==> src/rtl/mem_port_arbiter_pkg.sv <==
// Shared types for the Memory data-port arbiter: access modes, owner encoding
// and the request bundle carried by both requesters and the Memory-side mux.
package mem_port_arbiter_pkg;

  localparam logic [2:0] MEM_NONE = 3'd0;
  localparam logic [2:0] MEM_BYTE = 3'd1;
  localparam logic [2:0] MEM_HALF = 3'd2;
  localparam logic [2:0] MEM_WORD = 3'd3;

  typedef enum logic [1:0] {
    OWN_IDLE = 2'd0,
    OWN_CPU  = 2'd1,
    OWN_LDR  = 2'd2
  } MemOwner;

  // Modes stay raw 3-bit fields so any combination passes through untouched.
  typedef struct packed {
    logic [31:0] address;
    logic [31:0] data;
    logic [2:0]  write_mode;
    logic [2:0]  read_mode;
    logic        unsigned_load;
  } MemRequest;

endpackage

==> src/rtl/arb_grant_fsm.sv <==
// Owner FSM for the Memory data port: round-robin tie break on idle and a
// bounded run of consecutive fires while the other requester waits.
module arb_grant_fsm
  import mem_port_arbiter_pkg::*;
#(
  parameter int MAX_GRANT = 8
) (
  input  logic       clk,
  input  logic       rst,
  input  logic       i_cpu_req,
  input  logic       i_ldr_req,
  output logic [1:0] o_owner,
  output logic       o_cpu_grant,
  output logic       o_ldr_grant
);

  localparam logic [7:0] HOLD_LIMIT = 8'(MAX_GRANT - 1);

  MemOwner    r_owner, r_last_owner;
  logic [7:0] r_hold_count;
  MemOwner    w_owner_nxt, w_last_nxt, w_y_owner;
  logic [7:0] w_hold_nxt;
  logic       w_x_req, w_y_req;

  always_ff @(posedge clk or negedge rst) begin
    if (!rst) begin
      r_owner      <= OWN_IDLE;
      r_last_owner <= OWN_LDR;
      r_hold_count <= '0;
    end else begin
      r_owner      <= w_owner_nxt;
      r_last_owner <= w_last_nxt;
      r_hold_count <= w_hold_nxt;
    end
  end

  // X is the current owner, Y the other requester.
  always_comb begin
    w_owner_nxt = r_owner;
    w_last_nxt  = r_last_owner;
    w_hold_nxt  = r_hold_count;
    w_x_req     = (r_owner == OWN_CPU) ? i_cpu_req : i_ldr_req;
    w_y_req     = (r_owner == OWN_CPU) ? i_ldr_req : i_cpu_req;
    w_y_owner   = (r_owner == OWN_CPU) ? OWN_LDR : OWN_CPU;
    case (r_owner)
      OWN_IDLE: begin
        w_hold_nxt = '0;
        if (i_cpu_req && i_ldr_req)
          w_owner_nxt = (r_last_owner == OWN_LDR) ? OWN_CPU : OWN_LDR;
        else if (i_cpu_req)
          w_owner_nxt = OWN_CPU;
        else if (i_ldr_req)
          w_owner_nxt = OWN_LDR;
      end
      OWN_CPU, OWN_LDR: begin
        if (w_x_req && w_y_req && (r_hold_count == HOLD_LIMIT)) begin
          w_owner_nxt = w_y_owner;
          w_last_nxt  = r_owner;
          w_hold_nxt  = '0;
        end else if (!w_x_req) begin
          w_owner_nxt = w_y_req ? w_y_owner : OWN_IDLE;
          w_last_nxt  = r_owner;
          w_hold_nxt  = '0;
        end else if (w_y_req) begin
          w_hold_nxt = (r_hold_count == 8'hFF) ? r_hold_count : r_hold_count + 8'd1;
        end else begin
          w_hold_nxt = '0;
        end
      end
      default: begin
        w_owner_nxt = OWN_IDLE;
        w_hold_nxt  = '0;
      end
    endcase
  end

  always_comb begin
    o_owner     = r_owner;
    o_cpu_grant = (r_owner == OWN_CPU);
    o_ldr_grant = (r_owner == OWN_LDR);
  end

endmodule

==> src/rtl/mem_port_arbiter.sv <==
// Shares Memory's data port between the CPU load/store unit and the program
// loader; fires go straight to Memory, ack and read data return one cycle later.
module mem_port_arbiter
  import mem_port_arbiter_pkg::*;
#(
  parameter int MAX_GRANT = 8
) (
  input  logic        clk,
  input  logic        rst,
  input  logic        cpuReq,
  input  logic [31:0] cpuAddress,
  input  logic [31:0] cpuData,
  input  logic [2:0]  cpuWriteMode,
  input  logic [2:0]  cpuReadMode,
  input  logic        cpuUnsignedLoad,
  output logic        cpuGrant,
  output logic        cpuAck,
  output logic [31:0] cpuReadData,
  input  logic        ldrReq,
  input  logic [31:0] ldrAddress,
  input  logic [31:0] ldrData,
  input  logic [2:0]  ldrWriteMode,
  input  logic [2:0]  ldrReadMode,
  input  logic        ldrUnsignedLoad,
  output logic        ldrGrant,
  output logic        ldrAck,
  output logic [31:0] ldrReadData,
  output logic [31:0] memAddress,
  output logic [31:0] memData,
  output logic [2:0]  memWriteMode,
  output logic [2:0]  memReadMode,
  output logic        memUnsignedLoad,
  input  logic [31:0] memDataOutput
);

  logic [1:0]  w_owner;
  logic        w_cpu_fire, w_ldr_fire;
  MemRequest   w_cpu_bus, w_ldr_bus, w_mem_req;
  logic        r_cpu_ack, r_ldr_ack;
  logic [31:0] r_cpu_rdata, r_ldr_rdata;

  arb_grant_fsm #(.MAX_GRANT(MAX_GRANT)) u_fsm (
    .clk        (clk),
    .rst        (rst),
    .i_cpu_req  (cpuReq),
    .i_ldr_req  (ldrReq),
    .o_owner    (w_owner),
    .o_cpu_grant(cpuGrant),
    .o_ldr_grant(ldrGrant)
  );

  assign w_cpu_bus  = {cpuAddress, cpuData, cpuWriteMode, cpuReadMode, cpuUnsignedLoad};
  assign w_ldr_bus  = {ldrAddress, ldrData, ldrWriteMode, ldrReadMode, ldrUnsignedLoad};
  assign w_cpu_fire = cpuReq && (w_owner == OWN_CPU);
  assign w_ldr_fire = ldrReq && (w_owner == OWN_LDR);

  // Driven only by the owner register, so an async reset drops both modes to
  // NONE at once and a write in flight never reaches Memory.
  always_comb begin
    w_mem_req            = '0;
    w_mem_req.write_mode = MEM_NONE;
    w_mem_req.read_mode  = MEM_NONE;
    if (w_cpu_fire)
      w_mem_req = w_cpu_bus;
    else if (w_ldr_fire)
      w_mem_req = w_ldr_bus;
  end

  assign memAddress      = w_mem_req.address;
  assign memData         = w_mem_req.data;
  assign memWriteMode    = w_mem_req.write_mode;
  assign memReadMode     = w_mem_req.read_mode;
  assign memUnsignedLoad = w_mem_req.unsigned_load;

  always_ff @(posedge clk or negedge rst) begin
    if (!rst) begin
      r_cpu_ack   <= 1'b0;
      r_ldr_ack   <= 1'b0;
      r_cpu_rdata <= '0;
      r_ldr_rdata <= '0;
    end else begin
      r_cpu_ack <= w_cpu_fire;
      r_ldr_ack <= w_ldr_fire;
      if (w_cpu_fire && (cpuReadMode != MEM_NONE))
        r_cpu_rdata <= memDataOutput;
      if (w_ldr_fire && (ldrReadMode != MEM_NONE))
        r_ldr_rdata <= memDataOutput;
    end
  end

  assign cpuAck      = r_cpu_ack;
  assign ldrAck      = r_ldr_ack;
  assign cpuReadData = r_cpu_rdata;
  assign ldrReadData = r_ldr_rdata;

endmodule

==> config.mk <==
export PLATFORM = sky130hd
export DESIGN_NAME = mem_port_arbiter
export DESIGN_NICKNAME = d
export VERILOG_FILES = /design/src/rtl/mem_port_arbiter_pkg.sv /design/src/rtl/arb_grant_fsm.sv /design/src/rtl/mem_port_arbiter.sv
export SDC_FILE = /design/constraint.sdc
export NUM_CORES = 1
export LEC_CHECK = 0
export ABC_AREA = 1
export BUFFER_PORTS_ARGS = -buffer_cell sky130_fd_sc_hd__buf_4
export CAP_MARGIN = 20
export CORE_AREA = 2 2 124 126
export DETAILED_ROUTE_END_ITERATION = 16
export DIE_AREA = 0 0 126 128
export SLEW_MARGIN = 20
export SYNTH_ARGS = -nofsm -noshare
export SYNTH_HDL_FRONTEND = slang
export SYNTH_SLANG_ARGS = --single-unit
==> constraint.sdc <==
create_clock -name clk -period 2.35 [get_ports clk]
set_clock_uncertainty 0.05 [all_clocks]
set_input_delay 0.47 -clock clk [delete_from_list [all_inputs] [get_ports clk]]
set_output_delay 0.47 -clock clk [all_outputs]
set_load 0.01 [all_outputs]
Yosys cells after proc, flatten, opt, wreduce, memory -nomap -nowiden
Cells that the tools add are included.
{"block": "op_classes", "n_addsub": 1, "n_eq_ne": 9, "mux": 20, "reduce_logical": 13}
{"cell": "71-bit two-way mux", "n": 2}
{"cell": "8-bit two-way mux", "n": 5}
{"cell": "2-bit two-way mux", "n": 10}
{"cell": "8-bit by 1-bit adder with 8-bit output (second input constant)", "n": 1}
{"cell": "8-bit by 3-bit == test with 1-bit output (second input constant)", "n": 1}
{"cell": "8-bit == test (second input constant)", "n": 1}
{"cell": "1-bit logical AND", "n": 7}
{"cell": "3-bit nonzero test", "n": 2}
{"cell": "5-bit != test (second input constant)", "n": 1}
{"cell": "2-bit == test (second input constant)", "n": 2}
{"cell": "4-bit by 3-bit != test with 1-bit output (second input constant)", "n": 1}
{"cell": "2-bit case mux with 2 select lines", "n": 1}
{"cell": "2-bit AND reduction", "n": 2}
{"cell": "3-bit != test (second input constant)", "n": 1}
{"cell": "2-bit by 1-bit == test with 1-bit output (second input constant)", "n": 1}
{"cell": "2-bit zero test", "n": 1}
{"cell": "1-bit two-way mux", "n": 2}
{"cell": "2-bit != test (second input constant)", "n": 1}
{"cell": "2-bit OR reduction", "n": 1}
{"block": "word_totals", "register_bits": 78, "in_bits": 178}

Depth between registers and ports, before layout
{"block": "depth", "ltp_word": 6, "depth_mapped": 9, "mapped_depth_nobuf": 9}

Hierarchy
A second synthesis with hierarchy kept.
{"block": "unflattened", "hier_cells": 621, "area_unflattened_um2": 4294.1}
{"mod": "mem_port_arbiter", "instances": 1, "cells_per_inst": 517, "area_each_um2": 3482.1, "seq_area_each_um2": 1651.6}
{"mod": "arb_grant_fsm", "instances": 1, "cells_per_inst": 104, "area_each_um2": 812.0, "seq_area_each_um2": 301.5}

Worst setup path before layout
Ideal clock, no wire load.
{"block": "synth_path", "kind": "reg2out", "startpoint": "reg u_fsm.r_owner[0] (netlist: u_fsm.o_owner[0])", "endpoint": "out memAddress[0]", "arrival_time_ns": 1.376, "required_ns": 1.830, "setup_slack_ns": 0.454, "path_stages_with_launch": 8, "path_cell_list": "dfrtp_1 > inv_1 > ha_1 > nand2_1 > inv_2 > buf_1 > nand3_1 > nand2_1"}
{"block": "synth_via", "elab_chain_len": 4, "elab_cells_between_ends": 6}
{"element": "start, declared", "line": "arb_grant_fsm.sv:19", "source": "MemOwner r_owner, r_last_owner;"}
{"element": "start signal, assigned", "line": "arb_grant_fsm.sv:31", "source": "r_owner <= w_owner_nxt;"}
{"element": "2-bit == test"}
{"element": "named net ldrGrant", "line": "mem_port_arbiter.sv:25", "source": "output logic ldrGrant,"}
{"element": "1-bit logical AND", "line": "mem_port_arbiter.sv:55", "source": "assign w_ldr_fire = ldrReq && (w_owner == OWN_LDR);"}
{"element": "71-bit two-way mux", "line": "mem_port_arbiter.sv:65", "source": "else if (w_ldr_fire)"}
{"element": "71-bit two-way mux", "line": "mem_port_arbiter.sv:63", "source": "if (w_cpu_fire)"}
{"element": "end, declared", "line": "mem_port_arbiter.sv:28", "source": "output logic [31:0] memAddress,"}
The timed path passes the listed nets, and every way through them passes these cells.

Worst setup path after layout
{"block": "layout_path", "startpoint": "reg u_fsm.r_owner[1] (netlist: u_fsm.o_owner[1])", "endpoint": "out memAddress[25]"}
{"block": "layout_via", "elab_chain_len": 4, "elab_cells_between_ends": 6}
{"element": "2-bit == test", "line": "mem_port_arbiter.sv:55"}
{"element": "1-bit logical AND", "line": "mem_port_arbiter.sv:55"}
{"element": "71-bit two-way mux", "line": "mem_port_arbiter.sv:65"}
{"element": "71-bit two-way mux (*)", "line": "mem_port_arbiter.sv:63"}
Mark *: on every way between the ends. The rest lies on a longest branch, timed or not.

==> results by group <==
Status
  – Outcome: completed

Global routing
  – Number of global-route vias before repair: 4550
  – GRT Total Usage: 18.88%
  – Initial antenna violation count: 0
  – Remaining Overflow, GRT: 0
  – Global-route wire length before repair: 24.34 mm
  – Largest net degree at the start of global routing: 73

Logic synthesis
  – Most frequent cell after synthesis: nand2_1
  – Top cell type's share of synthesized area: 45.64%
  – Post-synthesis cell type count: 23
  – Syn_area_per_cell: 7.241 um2
  – Syn_nets: 766
  – Cells after synthesis: 583
  – Post-synth ARST share: 100.0%
  – Post-synth EDFFs: 0
  – Commonest cells in the netlist: 238 x nand2_1, 81 x nand3_1, 77 x dfrtp_1, 46 x inv_1, 39 x o21ai_1
  – Seq/Total Area, Yosys: 46.27%
  – Flops & latches, synth: 78
  – Synthesized area: 4222 um2
  – Largest cells by area after synthesis: dfrtp_1 46%, nand2_1 21%, nand3_1 9.6%, o21ai_1 4.6%, inv_1 4.1%
  – Ys flop type: dfrtp_1
  – Yosys top cell by area: dfrtp_1
  – Synth warn: 0

Floorplan
  – Core area: 14860 um2
  – Initial Util: 28.40%
  – Row Count: 45
  – Die area: 16130 um2
  – IO Count: 317
  – Die Span Y: 128 um
  – Chip width: 126 um

Final layout
  – Final net count: 1094
  – Multi-input logic area: 1932 um2
  – Synth-to-layout area growth: 75.52%
  – Post-layout instance count excluding filler cells: 1103
  – Fill count: 1494
  – Ant. Diodes: 0
  – Register area: 1954 um2
  – Layout cell share with drive strength beyond 1: 41.09%

CTS
  – TritonCTS clock tree: built
  – Max clock buf depth: 2
  – CTS root buf: clkbuf_16
  – H-tree depth: 3
  – Clk slew on worst S/H paths: 60 ps
  – TritonCTS buffer count: 9
  – Clk Latency, worst-skew pair: 320 ps
  – Clock tree sinks: 78

Timing
  – Final Max Tran Viols: 0
  – Endpoints failing setup: 0
  – Slew headroom: 78.63%
  – Tightest Pin Transition: 319.6 ps
  – WHS: 350.4 ps
  – Final period util: 96.15%
  – FMAX: 442.6 MHz
  – Final min period: 2259 ps
  – Count of final hold-check violations: 0

Critical path
  – Type of origin of the critical path: flip-flop
  – Worst EP required: 1830 ps
  – CP Capture Type: primary output
  – Crit path depth: 9
  – Largest delay share family, worst path: buffers and inverters
  – Most frequent CP cell: buf_4
  – Largest stage delay, worst path: 410 ps
  – Critical Path AT: 1740 ps
  – Worst Path Buf+Inv: 5
  – Worst-path cell chain: inv_2, ha_4, nand2_8, clkinv_8, buf_4, buf_4, nand2_1, nand2_1, buf_4
  – Worst r2r path cells: 9
  – Crit-path max FO: 8
  – Slowest-stage cell, CP: dfrtp_1
  – Kind of critical path: reg2out

Pwr
  – Peak VDD IR: 448.9 uV
  – Leakage: 4.199 nW
  – PwrDens: 978.9 nW/um2

Drt
  – DRC: 0
  – Routed wire length: 17.02 mm
  – Routed length per instance: 15.43 um
  – Via density: 4.497
  – Final ANT Viol Nets: 0
  – DR iter-0 viols: 372
  – DR vias: 4960
  – Drt first pass iters: 5

Run
  – Maxcap violations: 0

Placement
  – Routability cong.: 0.8750
  – PortBufs: 316
  – HPWL Detailed: 12.49 mm
  – Placed Cells: 1067

Min path
  – Hold crit path type: in2reg
  – Hold Path Depth: 3
[worst paths after layout]
kind	slack (ps)	from	to
min in group asynchronous	520	rst	ldrReadData[31]$_DFFE_PN0P_
max	90	u_fsm.o_owner[1]$_DFFE_PN0P_	memAddress[25]
min	350	memDataOutput[3]	cpuReadData[3]$_DFFE_PN0P_
min reg2reg	430	ldrReadData[3]$_DFFE_PN0P_	ldrReadData[3]$_DFFE_PN0P_
max reg2reg	520	u_fsm.o_owner[0]$_DFFE_PN0P_	ldrReadData[30]$_DFFE_PN0P_
max in group asynchronous	1100	rst	u_fsm.r_last_owner[1]$_DFFE_PN1P_
[through the flow]
stage	total power, mW	util (%)	area, um2	worst slack, ps	TNS, ps
2_1_floorplan	3.788	-	4222	453.8	0
4_1_cts	7.139	48.34	7186	3.061	0
5_1_grt	7.795	49.85	7410	-12.60	-12.60
3_3_place_gp	5.710	46.03	6842	264.5	0
6_report	7.253	49.85	7410	90.54	0
3_5_place_dp	5.744	46.03	6842	226.9	0
[logic make-up after synthesis]
group / count (synthesis) / synth area share [%]
compound gates: 77 / 9.899
simple gates: 341 / 33.43
fa+ha+maj: 5 / 1.482
xor+xnor: 1 / 0.2075
flops: 78 / 46.27
buf+inv: 81 / 8.714
[timing repair]
| item | in CTS | in global routing |
|---|---|---|
| setup buffers | 2 | 12 |
| hold buffers | 1 | 0 |
| resized for setup | 7 | 10 |
| setup endpoints to repair | 69 | 71 |
| pin swaps | 0 | 2 |
| endpoints found under the hold margin | 20 | 0 |
| gates cloned | 1 | 5 |
[cells in the final DEF (no fill, tap or decap), types with 2 or more instances in the layout]
cell type,netlist,routed
buf_4,0,333
nand2_1,238,237
nand3_1,81,81
dfrtp_1,77,76
inv_1,46,44
o21ai_1,39,39
o21ai_0,32,32
nor2_1,12,12
clkbuf_16,0,11
buf_12,0,9
a21oi_1,4,4
clkinv_2,0,4
nor3_1,3,3
nand4_1,3,3
nand3b_1,3,3
ha_1,5,3
inv_2,1,2
clkinv_4,0,2
o31ai_4,2,2
buf_16,0,2
[registers in the layout, summed over array words and instances (netlist names)]
register	cells
u_fsm.o_owner	2
ldrReadData	32
u_fsm.r_hold_count	8
cpuReadData	32
cpuAck	1
ldrAck	1
u_fsm.r_last_owner	2
[worst min-delay path, cell delays in order]
cell     delay [ps]
buf_4            70
inv_1            30
o21ai_1         110
[layout make-up]
| cell class | count | share of cell area, % |
|---|---|---|
| clock buffer | 10 | 3.225 |
| multi-input combinational | 424 | 26.07 |
| timing repair inverter | 2 | 0.1351 |
| sequential | 78 | 26.38 |
| tap | 188 | 3.175 |
| timing repair buffer | 348 | 37.88 |
| inverter | 48 | 2.668 |
| clock inverter | 5 | 0.4728 |
[layer usage]
layer / track usage (%) / up-vias / wire (um)
met4: 2.844 / 0 / 87
li1: - / 2531 / -
met2: 29.25 / 216 / 8047
met3: 6.135 / 8 / 1442
met5: 0 / - / 0
met1: 26.40 / 2205 / 7442
[power by group]
group | total, mW | switching (mW) | internal, mW
Clock | 1.27 | 0.535 | 0.740
Combinational | 3.77 | 1.90 | 1.88
Sequential | 2.20 | 0.311 | 1.89
No activity file was read; power rests on OpenSTA's default activity.
